===== src/rtl/regfile_mux_n_if.sv =====
// Write/read bus of the multi-port register file: one write port plus
// N_READ packed read ports with per-port valid.
interface regfile_mux_n_if #(
    parameter int unsigned N_BITS    = 32,
    parameter int unsigned ADDR_BITS = 5,
    parameter int unsigned N_READ    = 2
);
    logic                          we;
    logic [ADDR_BITS-1:0]          waddr;
    logic [N_BITS-1:0]             wdata;
    logic [N_READ*ADDR_BITS-1:0]   raddr;
    logic [N_READ*N_BITS-1:0]      rdata;
    logic [N_READ-1:0]             rvalid;

    modport master (
        output we, waddr, wdata, raddr,
        input  rdata, rvalid
    );

    modport slave (
        input  we, waddr, wdata, raddr,
        output rdata, rvalid
    );
endinterface


===== src/rtl/regfile_mux_n.sv =====
// Parametrised multi-port register file: N_REGS-to-1 read selectors per port,
// optional hardwired zero register, write-to-read bypass and registered read.
module regfile_mux_n #(
    parameter int unsigned N_BITS    = 32,
    parameter int unsigned N_REGS    = 32,
    parameter int unsigned ADDR_BITS = 5,
    parameter int unsigned N_READ    = 2,
    parameter int unsigned ZERO_REG  = 1,
    parameter int unsigned BYPASS    = 1,
    parameter int unsigned REG_READ  = 0
) (
    input  logic            clk,
    input  logic            rst,
    regfile_mux_n_if.slave  bus
);

    logic [N_BITS-1:0]              regs_q [N_REGS];
    logic                           wr_ok;
    logic [N_READ-1:0][N_BITS-1:0]  sel;

    // Writes to a hardwired register 0 are discarded and never forwarded.
    always_comb begin
        wr_ok = bus.we;
        if ((ZERO_REG != 0) && (bus.waddr == '0)) begin
            wr_ok = 1'b0;
        end
    end

    always_ff @(posedge clk or posedge rst) begin
        if (rst) begin
            for (int unsigned i = 0; i < N_REGS; i++) begin
                regs_q[i] <= '0;
            end
        end else if (wr_ok) begin
            regs_q[bus.waddr] <= bus.wdata;
        end
    end

    always_comb begin
        logic [ADDR_BITS-1:0] ra;
        sel = '0;
        ra  = '0;
        for (int unsigned k = 0; k < N_READ; k++) begin
            ra     = bus.raddr[k*ADDR_BITS +: ADDR_BITS];
            sel[k] = regs_q[ra];
            if ((ZERO_REG != 0) && (ra == '0)) begin
                sel[k] = '0;
            end
            if ((BYPASS != 0) && wr_ok && (bus.waddr == ra)) begin
                sel[k] = bus.wdata;
            end
        end
    end

    generate
        if (REG_READ != 0) begin : g_reg_read
            logic [N_READ*N_BITS-1:0] rdata_q;
            logic [N_READ-1:0]        rvalid_q;

            always_ff @(posedge clk or posedge rst) begin
                if (rst) begin
                    rdata_q  <= '0;
                    rvalid_q <= '0;
                end else begin
                    rdata_q  <= sel;
                    rvalid_q <= '1;
                end
            end

            assign bus.rdata  = rdata_q;
            assign bus.rvalid = rvalid_q;
        end else begin : g_comb_read
            assign bus.rdata  = sel;
            assign bus.rvalid = '1;
        end
    endgenerate

endmodule

===== src/flat_wrapper.sv =====
// flat-port wrapper written by rule: the top's interface ports become plain ports
module regfile_mux_n_flat 
#(
    parameter int unsigned N_BITS    = 32,
    parameter int unsigned N_REGS    = 32,
    parameter int unsigned ADDR_BITS = 5,
    parameter int unsigned N_READ    = 2,
    parameter int unsigned ZERO_REG  = 1,
    parameter int unsigned BYPASS    = 1,
    parameter int unsigned REG_READ  = 0
)
  (clk, rst, bus_we, bus_waddr, bus_wdata, bus_raddr, bus_rdata, bus_rvalid);
  regfile_mux_n_if #(.N_BITS(N_BITS), .ADDR_BITS(ADDR_BITS), .N_READ(N_READ)) bus_i ();
  input  logic clk;
  input  logic rst;
  input wire logic [$bits(bus_i.we)-1:0] bus_we;
  input wire logic [$bits(bus_i.waddr)-1:0] bus_waddr;
  input wire logic [$bits(bus_i.wdata)-1:0] bus_wdata;
  input wire logic [$bits(bus_i.raddr)-1:0] bus_raddr;
  output wire logic [$bits(bus_i.rdata)-1:0] bus_rdata;
  output wire logic [$bits(bus_i.rvalid)-1:0] bus_rvalid;
  assign bus_i.we = bus_we;
  assign bus_i.waddr = bus_waddr;
  assign bus_i.wdata = bus_wdata;
  assign bus_i.raddr = bus_raddr;
  assign bus_rdata = bus_i.rdata;
  assign bus_rvalid = bus_i.rvalid;
  regfile_mux_n #(.N_BITS(N_BITS), .N_REGS(N_REGS), .ADDR_BITS(ADDR_BITS), .N_READ(N_READ), .ZERO_REG(ZERO_REG), .BYPASS(BYPASS), .REG_READ(REG_READ)) u_core (.clk(clk), .rst(rst), .bus(bus_i));
endmodule

===== config.mk =====
export PLATFORM = sky130hd
export DESIGN_NAME = regfile_mux_n_flat
export DESIGN_NICKNAME = d
export VERILOG_FILES = /design/src/rtl/regfile_mux_n_if.sv /design/src/rtl/regfile_mux_n.sv /design/src/flat_wrapper.sv
export SDC_FILE = /design/constraint.sdc
export NUM_CORES = 2
export LEC_CHECK = 0
export CAP_MARGIN = 40
export CELL_PAD_IN_SITES_DETAIL_PLACEMENT = 0
export CELL_PAD_IN_SITES_GLOBAL_PLACEMENT = 1
export CORE_UTILIZATION = 33
export DETAILED_ROUTE_END_ITERATION = 8
export PLACE_DENSITY_LB_ADDON = 0.1
export SYNTH_ARGS = -nofsm -noshare
export SYNTH_HDL_FRONTEND = slang
export SYNTH_SLANG_ARGS = --single-unit

===== constraint.sdc =====
create_clock -name clk -period 40.4 [get_ports clk]
set_input_delay 8.08 -clock clk [delete_from_list [all_inputs] [get_ports clk]]
set_output_delay 8.08 -clock clk [all_outputs]
set_load 0.03 [all_outputs]

==> out/metrics.yaml <==
clock_network:
  cts_root_buf: "clkbuf_16"
  cts_setup_buffers: 0
  path_clk_slew_ns: 0.06
  cts_hold_buf: 0
  cts_buffers: 132
  clockBufferDepth: 3
  h-tree-depth: 4
  clk_latency_ns: 0.77
  clock_sinks: 1024
  cts_tree: "done"
  cts-resized-gates: 0
yosys:
  yosys.area_share.simple: 0.0157
  synth-compound-area-share: 0.0448
  synthFlopType: "dfrtp_1"
  syn_inst: 3680
  yosysSeqAreaShare: 0.468
  synthesis.area_um2: 54700
  synth_edf_count: 0
  ys_ff_latch: 1024
  synth_cell_types: 54
  synthMuxAreaShare: 0.435
  synth_top_family_by_area: "multiplexers"
  synthAdderAreaFrac: 0
  synth_area_per_cell_um2: 14.9
  async_flop_share: 1.00
  synth-xor-area-share: 0.00160
  ys_warn_count: 0
floorplanning:
  start_util: 0.332
  ios: 116
  dieArea_um2: 167000
  die_h_um: 409
  dieWidth_um: 409
  rows: 149
  core-area_um2: 165000
timing:
  setup_viol_count_final: 0
  timing.final.crit_share: 0.529
  hold_violations: 0
  rsz0062_at_grt: "false"
  timing.fmax_mhz: 46.8
  fin_setup_tns_ns: 0
  slew_viol_final: 0
  relSlewSlack: 0.343
  clock_skew_ns: 0
  layout_min_cycle_time_ns: 21.38
  worst_pin_slew_ns: 0.985
worst_setup_path:
  crit_type: "input pin to primary output"
  startpoint: "bus_raddr[7]"
  cp_common_cell: "buf_4"
  max_stage_delay_ns: 0.80
  crit_buf_inv: 6
  crit_family: "buffers and inverters"
  start_kind: "input pin"
  critPathMaxFanout: 80
  r2r_start: "u_core.regs_q[101]"
  crit_required_ns: 32.32
  slowest_stage: "clkdlybuf4s50_1"
  crit_chain: "buf_8 > buf_12 > buf_4 > buf_4 > buf_4 > mux4_2 > o22ai_1 > o41ai_1 > clkdlybuf4s50_1"
  end_kind: "primary output"
  cp.arrival_ns: 13.30
drt:
  routed-via-count: 36000
  drc: 0
  wirelength_um: 212000
  ant_nets: 0
  dr_wl_met3_um: 11700
  wl_met1_um: 93600
  wire_per_inst_um: 35.6
  drtPass1Iterations: 7
  vias_per_cell: 6.04
  drtIter0Drc: 2947
  wl_met2_um: 99400
  routed.top_layer: "met5"
global_routing:
  grt_usage: 0.252
  grt_max_degree: 124
  first_global_vias: 38300
  grt_pass1_wl_um: 300000
  grt.overflow.total: 0
  antenna_found_initial: 8
layout:
  syn_to_final_growth_pct: 15.8
  design_area_um2: 63400
  largestRegisters: "u_core.regs_q (1024)"
  largest_reg_flops: 1024
  drive_gt1_frac: 0.505
  final_nets: 3707
  top_register: "u_core.regs_q"
  fin_util: 0.384
power_and_ir_drop:
  peakVddDrop_mv: 0.0374
  power.density_nw_per_um2: 51.1
  p_leak_nw: 27.0
placement:
  place.gp.congestion: 0.788
  place_area_um2: 59000
  place_hpwl_um: 124000
  portBuffers: 113
worst_hold_path:
  holdCritPathClass: "register to register"
  min-delay-start: "u_core.regs_q[1014]"
run_status:
  status: "completed"
flow_run:
  cap_violations: 0
synthesized netlist by cell type, types with 8 or more instances:
library cell  number  area, um^2
a32o_1            40         400
dfrtp_1         1024       25600
buf_4             15         113
o221ai_1          10        87.6
o22ai_1           79         494
nor2_1            60         225
a31oi_1           10        62.6
mux2_2          1033       11600
mux4_2           451       10200
nand3_1            9        45.0
o21ai_0           51         255
o41ai_1           10        87.6
clkbuf_1         194         728
xnor2_1            8        70.1
nand2_1           82         308
a21oi_1           25         125
a221oi_1          45         394
a221o_1           16         160
a22oi_1           31         233
buf_2            126         631
mux2i_1          197        1970
buf_1             86         323
cells by family after synthesis:
group | count (synthesis)
AO/OA/AOI/OAI | 336
buffers and inverters | 433
XOR/XNOR | 10
AND/OR/NAND/NOR | 190
multiplexers | 1686
other | 1
flip-flops | 1024
path summary, 6_finish.rpt:
kind,to,slack [ns],cells after the start
worst max-delay path,bus_rdata[38],19.02,9
worst min-delay path,u_core.regs_q[1014],0.40,0
worst max register to register,u_core.regs_q[101],39.57,1
worst min register to register,u_core.regs_q[1014],0.40,0
max in group asynchronous,u_core.regs_q[209],29.39,9
min in group asynchronous,u_core.regs_q[896],7.58,2
final cells by class:
class	instances	area, um^2
clock inverter	29	328
antenna	4	10.0
timing repair buffer	269	3050
inverter	6	30.0
sequential	1024	25600
fill	15300	101000
tap	2189	2740
clock buffer	207	4070
multi-input combinational	2224	27500
layout by cell type (no fill, tap or decap), drive strengths merged, types with 60 or more instances in the layout:
| cell type | instances |
|---|---|
| mux2i | 197 |
| clkbuf | 207 |
| nor2 | 60 |
| mux2 | 1038 |
| mux4 | 451 |
| buf | 163 |
| dfrtp | 1024 |
| clkdlybuf4s50 | 104 |
| o22ai | 79 |
| nand2 | 82 |
metal layers:
layer,vias up,global-route usage
met3,342,0.0416
met4,2,0.0852
li1,14300,-
met2,1383,0.399
met5,-,0
met1,20000,0.351
metrics by stage:
stage	worst slack (ns)	hold WS [ns]	std cells	power [W]
2_1_floorplan	3.50	0.441	3681	0.00183
4_1_cts	18.96	0.396	5948	0.00326
6_report	19.02	0.396	5952	0.00323
5_1_grt	18.90	0.408	5948	0.00337
3_5_place_dp	18.98	0.384	5712	0.00204
3_3_place_gp	18.64	0.376	5664	0.00200
where the power goes:
| part | leakage (nW) | switching (W) | internal [W] | total, W |
|---|---|---|---|---|
| Clock | 2.18 | 0.000473 | 0.000732 | 0.00121 |
| Combinational | 11.7 | 0.000283 | 0.000379 | 0.000662 |
| Sequential | 13.2 | 0.000147 | 0.00122 | 0.00137 |
Power figures use the tool's default switching activity.
